--- src/rtl/lc3b_types_pkg.sv ---
// Shared LC-3b types: opcodes, MEM-stage states and opcode classification helpers.
package lc3b_types;

  typedef enum logic [3:0] {
    OP_BR   = 4'b0000,
    OP_ADD  = 4'b0001,
    OP_LDB  = 4'b0010,
    OP_STB  = 4'b0011,
    OP_JSR  = 4'b0100,
    OP_AND  = 4'b0101,
    OP_LDR  = 4'b0110,
    OP_STR  = 4'b0111,
    OP_RTI  = 4'b1000,
    OP_NOT  = 4'b1001,
    OP_LDI  = 4'b1010,
    OP_STI  = 4'b1011,
    OP_JMP  = 4'b1100,
    OP_SHF  = 4'b1101,
    OP_LEA  = 4'b1110,
    OP_TRAP = 4'b1111
  } lc3b_opcode;

  typedef enum logic [1:0] {
    IDLE,
    IND,
    ACCESS,
    DONE
  } lc3b_mem_state;

  // True for every opcode that touches data memory.
  function automatic logic is_mem_op(input logic [3:0] op);
    logic r;
    case (op)
      OP_LDR, OP_STR, OP_LDB, OP_STB, OP_LDI, OP_STI, OP_TRAP: r = 1'b1;
      default: r = 1'b0;
    endcase
    return r;
  endfunction

  // True for the opcodes whose final access is a write.
  function automatic logic is_store(input logic [3:0] op);
    return (op == OP_STR) || (op == OP_STB) || (op == OP_STI);
  endfunction

  // Indirect ops fetch a pointer before the real access.
  function automatic logic is_indirect(input logic [3:0] op);
    return (op == OP_LDI) || (op == OP_STI);
  endfunction

  // Byte-sized accesses keep the full address.
  function automatic logic is_byte_op(input logic [3:0] op);
    return (op == OP_LDB) || (op == OP_STB);
  endfunction

endpackage

--- src/rtl/mem_byte_align.sv ---
// Byte-lane steering: STB write lanes/data and LDB sign-extended load data.
module mem_byte_align #(
  parameter int WIDTH = 16
) (
  input  logic             addr_lsb,
  input  logic [7:0]       store_byte,
  input  logic [WIDTH-1:0] rdata,
  output logic [WIDTH-1:0] stb_wdata,
  output logic [1:0]       stb_byte_enable,
  output logic [WIDTH-1:0] ldb_data
);

  logic [7:0] load_byte;

  // The store byte is replicated on every lane; byte_enable picks the live one.
  genvar gi;
  generate
    for (gi = 0; gi < WIDTH / 8; gi++) begin : g_lane
      assign stb_wdata[gi*8 +: 8] = store_byte;
    end
  endgenerate

  // Odd address writes the high lane, even address the low lane.
  assign stb_byte_enable = {addr_lsb, ~addr_lsb};

  // Pick the addressed byte and sign-extend it to the full word.
  assign load_byte = addr_lsb ? rdata[15:8] : rdata[7:0];
  assign ldb_data  = {{(WIDTH-8){load_byte[7]}}, load_byte};

endmodule

--- src/rtl/mem_stage.sv ---
// LC-3b MEM stage: sequences data-memory accesses, stalls the pipe until done,
// and hands one registered result word to MEM/WB per completed load.
module mem_stage
  import lc3b_types::*;
#(
  parameter int WIDTH   = 16,
  parameter int TIMEOUT = 255
) (
  input  logic             clk,
  input  logic             reset_n,
  input  logic             ex_mem_valid,
  input  logic [3:0]       ex_mem_opcode,
  input  logic [WIDTH-1:0] ex_mem_addr,
  input  logic [WIDTH-1:0] ex_mem_store_data,
  input  logic [WIDTH-1:0] ex_mem_trap_vec,
  input  logic [WIDTH-1:0] dmem_rdata,
  input  logic             dmem_resp,
  output logic             dmem_read,
  output logic             dmem_write,
  output logic [WIDTH-1:0] dmem_address,
  output logic [WIDTH-1:0] dmem_wdata,
  output logic [1:0]       dmem_byte_enable,
  output logic             mem_stall,
  output logic [WIDTH-1:0] mem_result,
  output logic             mem_result_valid,
  output logic             mem_error
);

  localparam int CNT_W = (TIMEOUT > 1) ? $clog2(TIMEOUT + 1) : 1;
  // Timeout fires on the TIMEOUT-th held cycle without a response.
  localparam logic [CNT_W-1:0] CNT_LAST = CNT_W'(TIMEOUT - 1);

  lc3b_mem_state    state_reg, state_next;
  logic [WIDTH-1:0] ptr_reg, ptr_next;
  logic [CNT_W-1:0] cnt_reg, cnt_next;
  logic             read_reg, read_next;
  logic             write_reg, write_next;
  logic [WIDTH-1:0] addr_reg, addr_next;
  logic [WIDTH-1:0] wdata_reg, wdata_next;
  logic [1:0]       be_reg, be_next;
  logic [WIDTH-1:0] result_reg, result_next;
  logic             valid_reg, valid_next;
  logic             error_reg, error_next;

  logic             mem_op, op_store, op_ind, op_byte, op_trap;
  logic             timeout_hit;
  logic [WIDTH-1:0] ptr_src;
  logic [WIDTH-1:0] acc_addr, acc_wdata;
  logic [1:0]       acc_be;
  logic [WIDTH-1:0] stb_wdata, ldb_data;
  logic [1:0]       stb_be;

  function automatic logic [WIDTH-1:0] word_addr(input logic [WIDTH-1:0] a);
    return a & ~{{(WIDTH-1){1'b0}}, 1'b1};
  endfunction

  assign mem_op   = ex_mem_valid && is_mem_op(ex_mem_opcode);
  assign op_store = is_store(ex_mem_opcode);
  assign op_ind   = is_indirect(ex_mem_opcode);
  assign op_byte  = is_byte_op(ex_mem_opcode);
  assign op_trap  = (ex_mem_opcode == OP_TRAP);

  assign timeout_hit = (TIMEOUT != 0) && (cnt_reg == CNT_LAST);

  // When leaving IND the pointer is being captured this very cycle.
  assign ptr_src = (state_reg == IND) ? dmem_rdata : ptr_reg;

  mem_byte_align #(.WIDTH(WIDTH)) u_align (
    .addr_lsb        (ex_mem_addr[0]),
    .store_byte      (ex_mem_store_data[7:0]),
    .rdata           (dmem_rdata),
    .stb_wdata       (stb_wdata),
    .stb_byte_enable (stb_be),
    .ldb_data        (ldb_data)
  );

  // Address, lanes and data for the final (non-pointer) access.
  always_comb begin
    acc_addr  = word_addr(ex_mem_addr);
    acc_be    = 2'b11;
    acc_wdata = ex_mem_store_data;
    if (op_trap) begin
      acc_addr = word_addr(ex_mem_trap_vec);
    end else if (op_ind) begin
      acc_addr = word_addr(ptr_src);
    end else if (op_byte) begin
      acc_addr = ex_mem_addr;
    end
    if (op_byte && op_store) begin
      acc_be    = stb_be;
      acc_wdata = stb_wdata;
    end
  end

  // Next-state and registered-output logic of the access sequencer.
  always_comb begin
    state_next  = state_reg;
    ptr_next    = ptr_reg;
    cnt_next    = cnt_reg;
    read_next   = read_reg;
    write_next  = write_reg;
    addr_next   = addr_reg;
    wdata_next  = wdata_reg;
    be_next     = be_reg;
    result_next = result_reg;
    valid_next  = 1'b0;
    error_next  = error_reg;

    case (state_reg)
      IDLE: begin
        if (mem_op) begin
          cnt_next = '0;
          if (op_ind) begin
            state_next = IND;
            read_next  = 1'b1;
            write_next = 1'b0;
            addr_next  = word_addr(ex_mem_addr);
            be_next    = 2'b11;
          end else begin
            state_next = ACCESS;
            read_next  = ~op_store;
            write_next = op_store;
            addr_next  = acc_addr;
            be_next    = acc_be;
            wdata_next = acc_wdata;
          end
        end
      end

      IND: begin
        if (dmem_resp) begin
          state_next = ACCESS;
          ptr_next   = dmem_rdata;
          cnt_next   = '0;
          read_next  = ~op_store;
          write_next = op_store;
          addr_next  = acc_addr;
          be_next    = acc_be;
          wdata_next = acc_wdata;
        end else if (timeout_hit) begin
          state_next = DONE;
          read_next  = 1'b0;
          write_next = 1'b0;
          error_next = 1'b1;
        end else begin
          cnt_next = cnt_reg + CNT_W'(1);
        end
      end

      ACCESS: begin
        if (dmem_resp) begin
          state_next = DONE;
          read_next  = 1'b0;
          write_next = 1'b0;
          if (!op_store) begin
            result_next = op_byte ? ldb_data : dmem_rdata;
            valid_next  = 1'b1;
          end
        end else if (timeout_hit) begin
          state_next = DONE;
          read_next  = 1'b0;
          write_next = 1'b0;
          error_next = 1'b1;
        end else begin
          cnt_next = cnt_reg + CNT_W'(1);
        end
      end

      DONE: begin
        state_next = IDLE;
      end

      default: begin
        state_next = IDLE;
        read_next  = 1'b0;
        write_next = 1'b0;
      end
    endcase
  end

  // State and output registers; reset drops requests without waiting for a clock.
  always_ff @(posedge clk or negedge reset_n) begin
    if (!reset_n) begin
      state_reg  <= IDLE;
      ptr_reg    <= '0;
      cnt_reg    <= '0;
      read_reg   <= 1'b0;
      write_reg  <= 1'b0;
      addr_reg   <= '0;
      wdata_reg  <= '0;
      be_reg     <= 2'b00;
      result_reg <= '0;
      valid_reg  <= 1'b0;
      error_reg  <= 1'b0;
    end else begin
      state_reg  <= state_next;
      ptr_reg    <= ptr_next;
      cnt_reg    <= cnt_next;
      read_reg   <= read_next;
      write_reg  <= write_next;
      addr_reg   <= addr_next;
      wdata_reg  <= wdata_next;
      be_reg     <= be_next;
      result_reg <= result_next;
      valid_reg  <= valid_next;
      error_reg  <= error_next;
    end
  end

  // DONE releases the stall so EX/MEM advances at the end of that cycle.
  assign mem_stall        = mem_op && (state_reg != DONE);
  assign dmem_read        = read_reg;
  assign dmem_write       = write_reg;
  assign dmem_address     = addr_reg;
  assign dmem_wdata       = wdata_reg;
  assign dmem_byte_enable = be_reg;
  assign mem_result       = result_reg;
  assign mem_result_valid = valid_reg;
  assign mem_error        = error_reg;

endmodule

--- config.mk ---
export PLATFORM = sky130hd
export DESIGN_NAME = mem_stage
export DESIGN_NICKNAME = d
export VERILOG_FILES = /design/src/rtl/lc3b_types_pkg.sv /design/src/rtl/mem_byte_align.sv /design/src/rtl/mem_stage.sv
export SDC_FILE = /design/constraint.sdc
export NUM_CORES = 1
export LEC_CHECK = 0
export CORE_MARGIN = 1
export CORE_UTILIZATION = 45
export DETAILED_ROUTE_END_ITERATION = 10
export GPL_TIMING_DRIVEN = 0
export PLACE_DENSITY = 0.81
export SLEW_MARGIN = 25
export SYNTH_ARGS = -nofsm -noshare
export SYNTH_HDL_FRONTEND = slang
export SYNTH_SLANG_ARGS = --single-unit
--- constraint.sdc ---
create_clock -name clk -period 2.2 [get_ports clk]
set_input_delay 0.44 -clock clk [delete_from_list [all_inputs] [get_ports clk]]
set_output_delay 0.44 -clock clk [all_outputs]
set_load 0.01 [all_outputs]
After elaboration in Yosys (flattened, before gate mapping)
Index checks and enable logic that the tools add are counted.

Word-level logic and storage cells: 94. Bits in registers: 64.

Equality and inequality tests: 16. Bitwise operators: 3. $add $sub $neg: 1. Reduce and logical (&&, ||, !) cells: 18. Mux-type cells: 46.

Operators by type and width (count): $mux 16 (10); $pmux 16 s2 (2); $mux 8 (5); $pmux 8 s3 (1); $mux 2 (9); $mux 1 (15); $eq 4x4->1 const B (3); $reduce_and 3->1 (4); $ne 2x2->1 const B (5); $add 8x1->8 const B (1); $eq 4x2->1 const B (2); $eq 4x3->1 const B (2); $eq 8x8->1 const B (1); $pmux 2 s4 (1); $reduce_or 7->1 (1); $pmux 1 s3 (2); $eq 2x2->1 const B (2); $logic_or 1x1->1 (4); $pmux 2 s2 (1); $reduce_and 4->1 (1); $logic_and 1x1->1 (3); $not 1->1 (3); $reduce_bool 3->1 (1); $eq 2x1->1 const B (1); 4 further kinds (4).

Longest topological paths before layout
Gate-level depths: netlist of the first run.

Depth after elaboration: 8. Gate-level depth with buffers: 9. Gate-level depth less buffers: 6.

By module
From an unflattened synthesis of the first run, not the netlist that was laid out.

Cells, all modules: 374. Area total of the unflattened synthesis: 3851.2 µm².

Modules (own cells, without submodules): mem_stage (area an instance 3528.4 µm², cells each 339, times used 1); mem_byte_align (area an instance 322.8 µm², cells each 35, times used 1).

Worst setup path before layout of the first run
OpenSTA, ideal clock, no wires.

Kind: reg-to-reg. Start: reg state_reg[1]. End: reg addr_reg[11] (netlist: dmem_address[11]). Arrival time: 1.748 ns. Stages on the path, launching flop included: 9. Period minus slack after synthesis: 1.844 ns. Data required time: 2.105 ns. Slack: 0.356 ns. Cell sequence: dfrtp_1 -> inv_1 -> ha_1 -> buf_2 -> mux2i_1 -> or3_1 -> buf_2 -> buf_6 -> o31ai_1.

Longest elaborated chain between the ends: 3. Elaborated cells between the ends (all ways): 7. Classes of those cells: eq/ne: 3; mux: 1; reduce/logical: 3.

RTL lines: start, declared (line mem_stage.sv:33) `lc3b_mem_state state_reg, state_next;`; start signal, assigned (line mem_stage.sv:196) `state_reg <= state_next;`; $eq 2x1->1 / $logic_not 2->1 (equally long branches) (line mem_stage.sv:66, mem_stage.sv:109); $ne 2x2->1 (no source line) / $reduce_bool 2->1 (equally long branches); $reduce_and 3->1 (no source line); end signal, assigned (line mem_stage.sv:201) `addr_reg <= addr_next;`; end, declared (line mem_stage.sv:38) `logic [WIDTH-1:0] addr_reg, addr_next;`.

Several ways; a longest one is shown, not always the timed one. A chain may end at the register's enable or synchronous reset.

Final worst setup path of the first run
Start: in ex_mem_opcode[1]. End: out mem_stall.

Longest elaborated chain between the ends: 5. Elaborated cells between the ends (all ways): 11. Classes of those cells: eq/ne: 7; mux: 1; reduce/logical: 3.

RTL lines: start, declared (line mem_stage.sv:12) `input logic [3:0] ex_mem_opcode,`; $eq 4x4->1 (tied with other cells) (line lc3b_types_pkg.sv:33) `case (op)`; $reduce_or 7->1 * (line lc3b_types_pkg.sv:33); $mux 1 * (line lc3b_types_pkg.sv:33); $logic_and 1x1->1 * (line mem_stage.sv:57) `assign mem_op = ex_mem_valid && is_mem_op(ex_mem_opcode);`; $logic_and 1x1->1 * (line mem_stage.sv:211) `assign mem_stall = mem_op && (state_reg != DONE);`; end, declared (line mem_stage.sv:23) `output logic mem_stall,`.

Every way passes the cells marked *; elsewhere a longest branch is shown, timed or not.

==> impl_metrics.env, run 1 <==
export IMPL_outcome="finished clean"
export IMPL_portBuffers=121
export IMPL_synth_edf_count=0
export IMPL_setup_viol=0
export IMPL_cp_max_fo=10
export IMPL_relSlewSlack=0.651
export IMPL_dieArea_um2=7890
export IMPL_rsz0062_at_grt="yes"
export IMPL_fmax_mhz=477
export IMPL_maxCapViolations=0
export IMPL_syn_area_um2=3390
export IMPL_min_delay_path_depth=2
export IMPL_insertion_delay_ns=0.34
export IMPL_r2r_cells=7
export IMPL_tightest_slew_ns=0.520
export IMPL_skew_ns=0.00551
export IMPL_p_seq_frac=0.338
export IMPL_numCtsBuffers=9
export IMPL_fin_tns_setup_ns=0
export IMPL_whs_ns=0.423
export IMPL_nets=540
export IMPL_final_cell_mix="clkdlybuf4s50_1 (119), dfrtp_1 (63), nand2_1 (33), nor2_1 (30)"
export IMPL_ir_worst_vdd_v=0.000673
export IMPL_report_final_slew_viol_count=0
export IMPL_grt_pass1_wl_um=14400
export IMPL_power_density_nw_per_um2=1170
export IMPL_finalHoldViolations=0
export IMPL_vias_per_cell=5.37
export IMPL_antenna_found_initial=0
export IMPL_totalPowerFinal_mw=5.81
export IMPL_crit_path_end_kind="primary output"
export IMPL_critPathTopFamily="buffers and inverters"
export IMPL_die_y_um=88.8
export IMPL_cts_sinks=64
export IMPL_synth_area_leaders="dfrtp_1 (47%), mux2_2 (5.3%), mux2i_1 (4.7%)"
export IMPL_htree_levels=3
export IMPL_synth_largest_area_cell="dfrtp_1"
export IMPL_place_ws_ns=-0.335
export IMPL_path_class="input pin to primary output"
export IMPL_critPathLaunchType="input pin"
export IMPL_comb_power_share=0.507
export IMPL_wl_um=9400
export IMPL_placed_cells=546
export IMPL_initial_core_util=0.468
export IMPL_grt_max_degree=51
export IMPL_path_buf_inv=3
export IMPL_synthCells=325
export IMPL_grt_overflow_total=0
export IMPL_netSwitchingFraction=0.357
export IMPL_yosysWarningCount=0
export IMPL_synth_ff_latch_count=64
export IMPL_worstPathArrival_ns=1.66
export IMPL_drc=0
export IMPL_period_share=0.953
export IMPL_first_iter_violations=155
export IMPL_power_frac_clock=0.155
export IMPL_clock_root_buffer="clkbuf_8"
export IMPL_ant_nets=0
export IMPL_switching_power_mw=2.07
export IMPL_async_reset_ff_frac=1.00
export IMPL_fillers=564
export IMPL_ys_types=49
export IMPL_required_ns=1.76
export IMPL_path_clk_slew_ns=0.06
export IMPL_track_usage=0.244
export IMPL_layout_commonest_cell="clkdlybuf4s50_1"
export IMPL_syn_area_per_cell_um2=10.4
export IMPL_wl_per_cell_um=16.7
export IMPL_drive_gt1_frac=0.155
export IMPL_clk_path_buf_depth=2
export IMPL_timing_final_ws_setup_ns=0.103
export IMPL_ys_seq_area_frac=0.472
export IMPL_cpMaxStageDelayCell="clkdlybuf4s50_1"
export IMPL_postPlaceCellArea_um2=4750
export IMPL_num_io_pins=127
export IMPL_gp_congestion=0.847
export IMPL_first_global_vias=2972
export IMPL_fin_cells=564
export IMPL_fp_coreArea_um2=7250
export IMPL_n_antenna_cell=0
export IMPL_power_leakage_nw=2.09
export IMPL_period_minus_slack_ns=2.10
export IMPL_worstPathCellList="clkdlybuf4s50_1 > buf_4 > o211ai_1 > nor2_1 > dlygate4sd2_1"
export IMPL_num_rows=31
export IMPL_cp_slowest_stage_delay_ns=0.52
export IMPL_dr_pass1_iters=4
export IMPL_yosysTopAreaCellShare=0.472
export IMPL_worst_path_stages=5
export IMPL_hold_path_class="input pin to flop"
export IMPL_p_int_mw=3.74
export IMPL_die_w_um=88.8
export IMPL_vias=3027
export IMPL_hpwl_um=7150
export IMPL_area_delta_synth_final_pct=46.5
export IMPL_final_area_um2=4970
export IMPL_cts_tree="built"
export IMPL_utilization=0.685
export IMPL_synth_fp_nets=404
export IMPL_synthFlopType="dfrtp_1"
## Yosys cell counts, types with 9 or more instances
cell,number
nand2_1,33
o21ai_0,11
nor2_1,30
o31ai_1,15
a21oi_1,11
o22ai_1,9
dfrtp_1,64
buf_2,12
mux2_2,16
mux2i_1,16
mux2_1,14
inv_1,11
a21oi_2,9
## path summary, 6_finish.rpt
check	slack [ns]	from	endpoint
worst max-delay path	0.10	ex_mem_opcode[1]	mem_stall
worst min-delay path	0.42	dmem_resp	mem_error
worst max register to register	0.11	state_reg[0]	dmem_address[11]
worst min register to register	0.47	dmem_byte_enable[0]	dmem_byte_enable[0]
max in group asynchronous	1.17	reset_n	state_reg[1]
min in group asynchronous	0.50	reset_n	dmem_address[11]
## power groups by stage
stage | Combinational [mW] | Sequential, mW | Clock [mW]
2_1_floorplan | 1.26 | 2.19 | 0
3_3_place_gp | 2.86 | 1.96 | 0
3_5_place_dp | 2.94 | 1.98 | 0
4_1_cts | 2.95 | 1.96 | 0.916
5_1_grt | 3.21 | 2.03 | 0.969
6_report | 2.94 | 1.96 | 0.899
## cell families (layout without fill, tap and decap cells)
family,count (synthesis),after routing,share of synthesized area
AOI/OAI and AO/OA,90,90,0.184
buffers and inverters,31,171,0.0476
and+or+nand+nor,87,87,0.124
muxes,46,46,0.147
DFF,64,64,0.472
adders and majority gates,7,7,0.0258
## metal layers
metal	wire length [µm]	share of wire	vias to the layer above	track usage
li1	-	-	1443	-
met4	194	0.021	0	0.110
met3	873	0.093	11	0.0560
met5	0	0	-	0
met2	4580	0.49	127	0.423
met1	3760	0.40	1446	0.288
## area by class of cell
type | count | area, µm² | share of cell area
clock inverter | 3 | 17.5 | 0.00352
clock buffer | 12 | 155 | 0.0312
tap | 99 | 124 | 0.0249
timing repair buffer | 125 | 1260 | 0.254
buffer | 20 | 123 | 0.0247
inverter | 11 | 41.3 | 0.00831
sequential | 64 | 1600 | 0.323
multi-input combinational | 230 | 1650 | 0.331
## repair_timing
action                                  CTS  global route
pin swaps                                 0             1
gates cloned                              0             0
endpoints found under the setup margin    1            25
setup buffers                             0             2
resized for setup                         1             6
hold endpoints to repair                 14             0
hold buffers                              1             0
(Power assumes the default switching activity.)
==> run 2: changes to the inputs <==
- CORE_MARGIN: 1 -> 4
- SKIP_CTS_REPAIR_TIMING: unset -> 1
==> run 2 against run 1 <==
Non-clock buffer count unchanged. Critical endpoint is now dmem_address[11]. Total power is 3.6% higher. Via count increased by 3.1%. Register-to-register slack about the same. Highest routed layer unchanged. Clock-buffer cell count fell by 1. Cell area grew 0.88%. Largest cell class unchanged. Wire length up 7.4%. Utilization up 0.24 points. Sequential power is essentially flat.
==> impl_metrics.env, run 2 (synthesis gave the netlist of run 1 again) <==
export IMPL_critPathLaunchType="flop"
export IMPL_r2r_setup_slack_ns=0.11
export IMPL_num_io_pins=127
export IMPL_final_area_um2=5010
export IMPL_drc=0
export IMPL_crit_end="dmem_address[11]"
export IMPL_clock_root_buffer="clkbuf_8"
export IMPL_layout_commonest_cell="clkdlybuf4s50_1"
export IMPL_reg2reg_from="state_reg[1]"
export IMPL_p_seq_frac=0.329
export IMPL_tightest_slew_ns=0.589
export IMPL_period_minus_slack_ns=2.09
export IMPL_placed_cells=546
export IMPL_timing_final_ws_setup_ns=0.106
export IMPL_r2r_cells=8
export IMPL_worstPathArrival_ns=2.33
export IMPL_totalPowerFinal_mw=6.02
export IMPL_clk_path_buf_depth=2
export IMPL_ant_nets=0
export IMPL_report_final_slew_viol_count=0
export IMPL_drive_gt1_frac=0.157
export IMPL_wl_per_cell_um=17.9
export IMPL_outcome="finished clean"
export IMPL_final_cell_mix="clkdlybuf4s50_1 (119), dfrtp_1 (63), nand2_1 (33), nor2_1 (30)"
export IMPL_die_w_um=94.8
export IMPL_finalHoldViolations=0
export IMPL_initial_core_util=0.465
export IMPL_place_ws_ns=-0.314
export IMPL_portBuffers=121
export IMPL_period_share=0.952
export IMPL_gp_congestion=0.876
export IMPL_grt_overflow_total=0
export IMPL_n_antenna_cell=0
export IMPL_antenna_found_initial=0
export IMPL_r2r_end="dmem_address[11]"
export IMPL_fin_cells=564
export IMPL_fmax_mhz=478
export IMPL_num_rows=31
export IMPL_cts_sinks=64
export IMPL_p_int_mw=3.91
export IMPL_ir_worst_vdd_v=0.000788
export IMPL_first_global_vias=3090
export IMPL_fp_coreArea_um2=7290
export IMPL_vias_per_cell=5.53
export IMPL_relSlewSlack=0.603
export IMPL_vias=3120
export IMPL_comb_power_share=0.493
export IMPL_dieArea_um2=8990
export IMPL_nets=540
export IMPL_crit_path_end_kind="flop"
export IMPL_cp_max_fo=10
export IMPL_setup_viol=0
export IMPL_path_class="flop to flop"
export IMPL_netSwitchingFraction=0.350
export IMPL_postPlaceCellArea_um2=4750
export IMPL_utilization=0.688
export IMPL_htree_levels=3
export IMPL_dr_pass1_iters=4
export IMPL_required_ns=2.44
export IMPL_switching_power_mw=2.11
export IMPL_numCtsBuffers=9
export IMPL_track_usage=0.221
export IMPL_grt_pass1_wl_um=15300
export IMPL_skew_ns=0.00371
export IMPL_area_delta_synth_final_pct=47.8
export IMPL_power_leakage_nw=2.12
export IMPL_path_clk_slew_ns=0.07
export IMPL_hold_path_class="input pin to flop"
export IMPL_cp_startpoint="state_reg[1]"
export IMPL_maxCapViolations=0
export IMPL_grt_max_degree=49
export IMPL_hpwl_um=7700
export IMPL_cts_tree="built"
export IMPL_wl_um=10100
export IMPL_first_iter_violations=129
export IMPL_power_frac_clock=0.178
export IMPL_die_y_um=94.8
export IMPL_insertion_delay_ns=0.33
export IMPL_power_density_nw_per_um2=1200
-- run 2: area by class of cell --
| cell class | count | area [µm²] |
|---|---|---|
| fill | 593 | 2280 |
| multi-input combinational | 230 | 1650 |
| sequential | 64 | 1600 |
| timing repair buffer | 125 | 1280 |
| clock buffer | 11 | 131 |
| tap | 99 | 124 |
| buffer | 20 | 120 |
| clock inverter | 4 | 70.1 |
| inverter | 11 | 41.3 |
-- run 2: worst min path at each step --
stage / cells after the start / end / from / slack, ns
3_5_place_dp: 1 / dmem_address[11] / reset_n / 0.32
4_1_cts: 1 / dmem_address[11] / reset_n / -0.03
3_3_place_gp: 2 / mem_error / mem_error / 0.45
5_1_grt: 2 / mem_error / dmem_resp / 0.45
6_report: 2 / mem_error / dmem_resp / 0.43
2_1_floorplan: 0 / cnt_reg[0] / reset_n / 0.14
-- run 2: layer usage --
layer	GRT usage	up-vias	wire length, µm
li1	-	1452	-
met5	0	-	0
met2	0.379	143	4900
met1	0.259	1504	4010
met3	0.0637	21	932
met4	0.0889	0	261
-- run 2: stage by stage --
| stage | hold slack (ns) | setup TNS (ns) |
|---|---|---|
| floorplan | 0.144 | 0 |
| global placement | 0.452 | -96.51 |
| detailed placement | 0.325 | -4.82 |
| CTS | -0.0313 | -0.194 |
| global route | 0.452 | -0.0608 |
| finish | 0.432 | 0 |
-- run 2: critical path: stages (launching register included) --
cell and delay (ns):
dfrtp_2 0.44, inv_1 0.09, ha_1 0.14, buf_2 0.20
mux2i_1 0.12, nor2_2 0.27, buf_2 0.32, o22ai_1 0.16
o31ai_1 0.26
-- run 2: power by group through the flow --
stage / registers (mW) / logic [mW] / clock network, mW
after floorplan: 2.19 / 1.26 / 0
after global placement: 1.97 / 2.87 / 0
after detailed placement: 2.00 / 2.96 / 0
after CTS: 1.98 / 2.97 / 1.09
after global routing: 2.05 / 3.21 / 1.14
final: 1.98 / 2.97 / 1.07
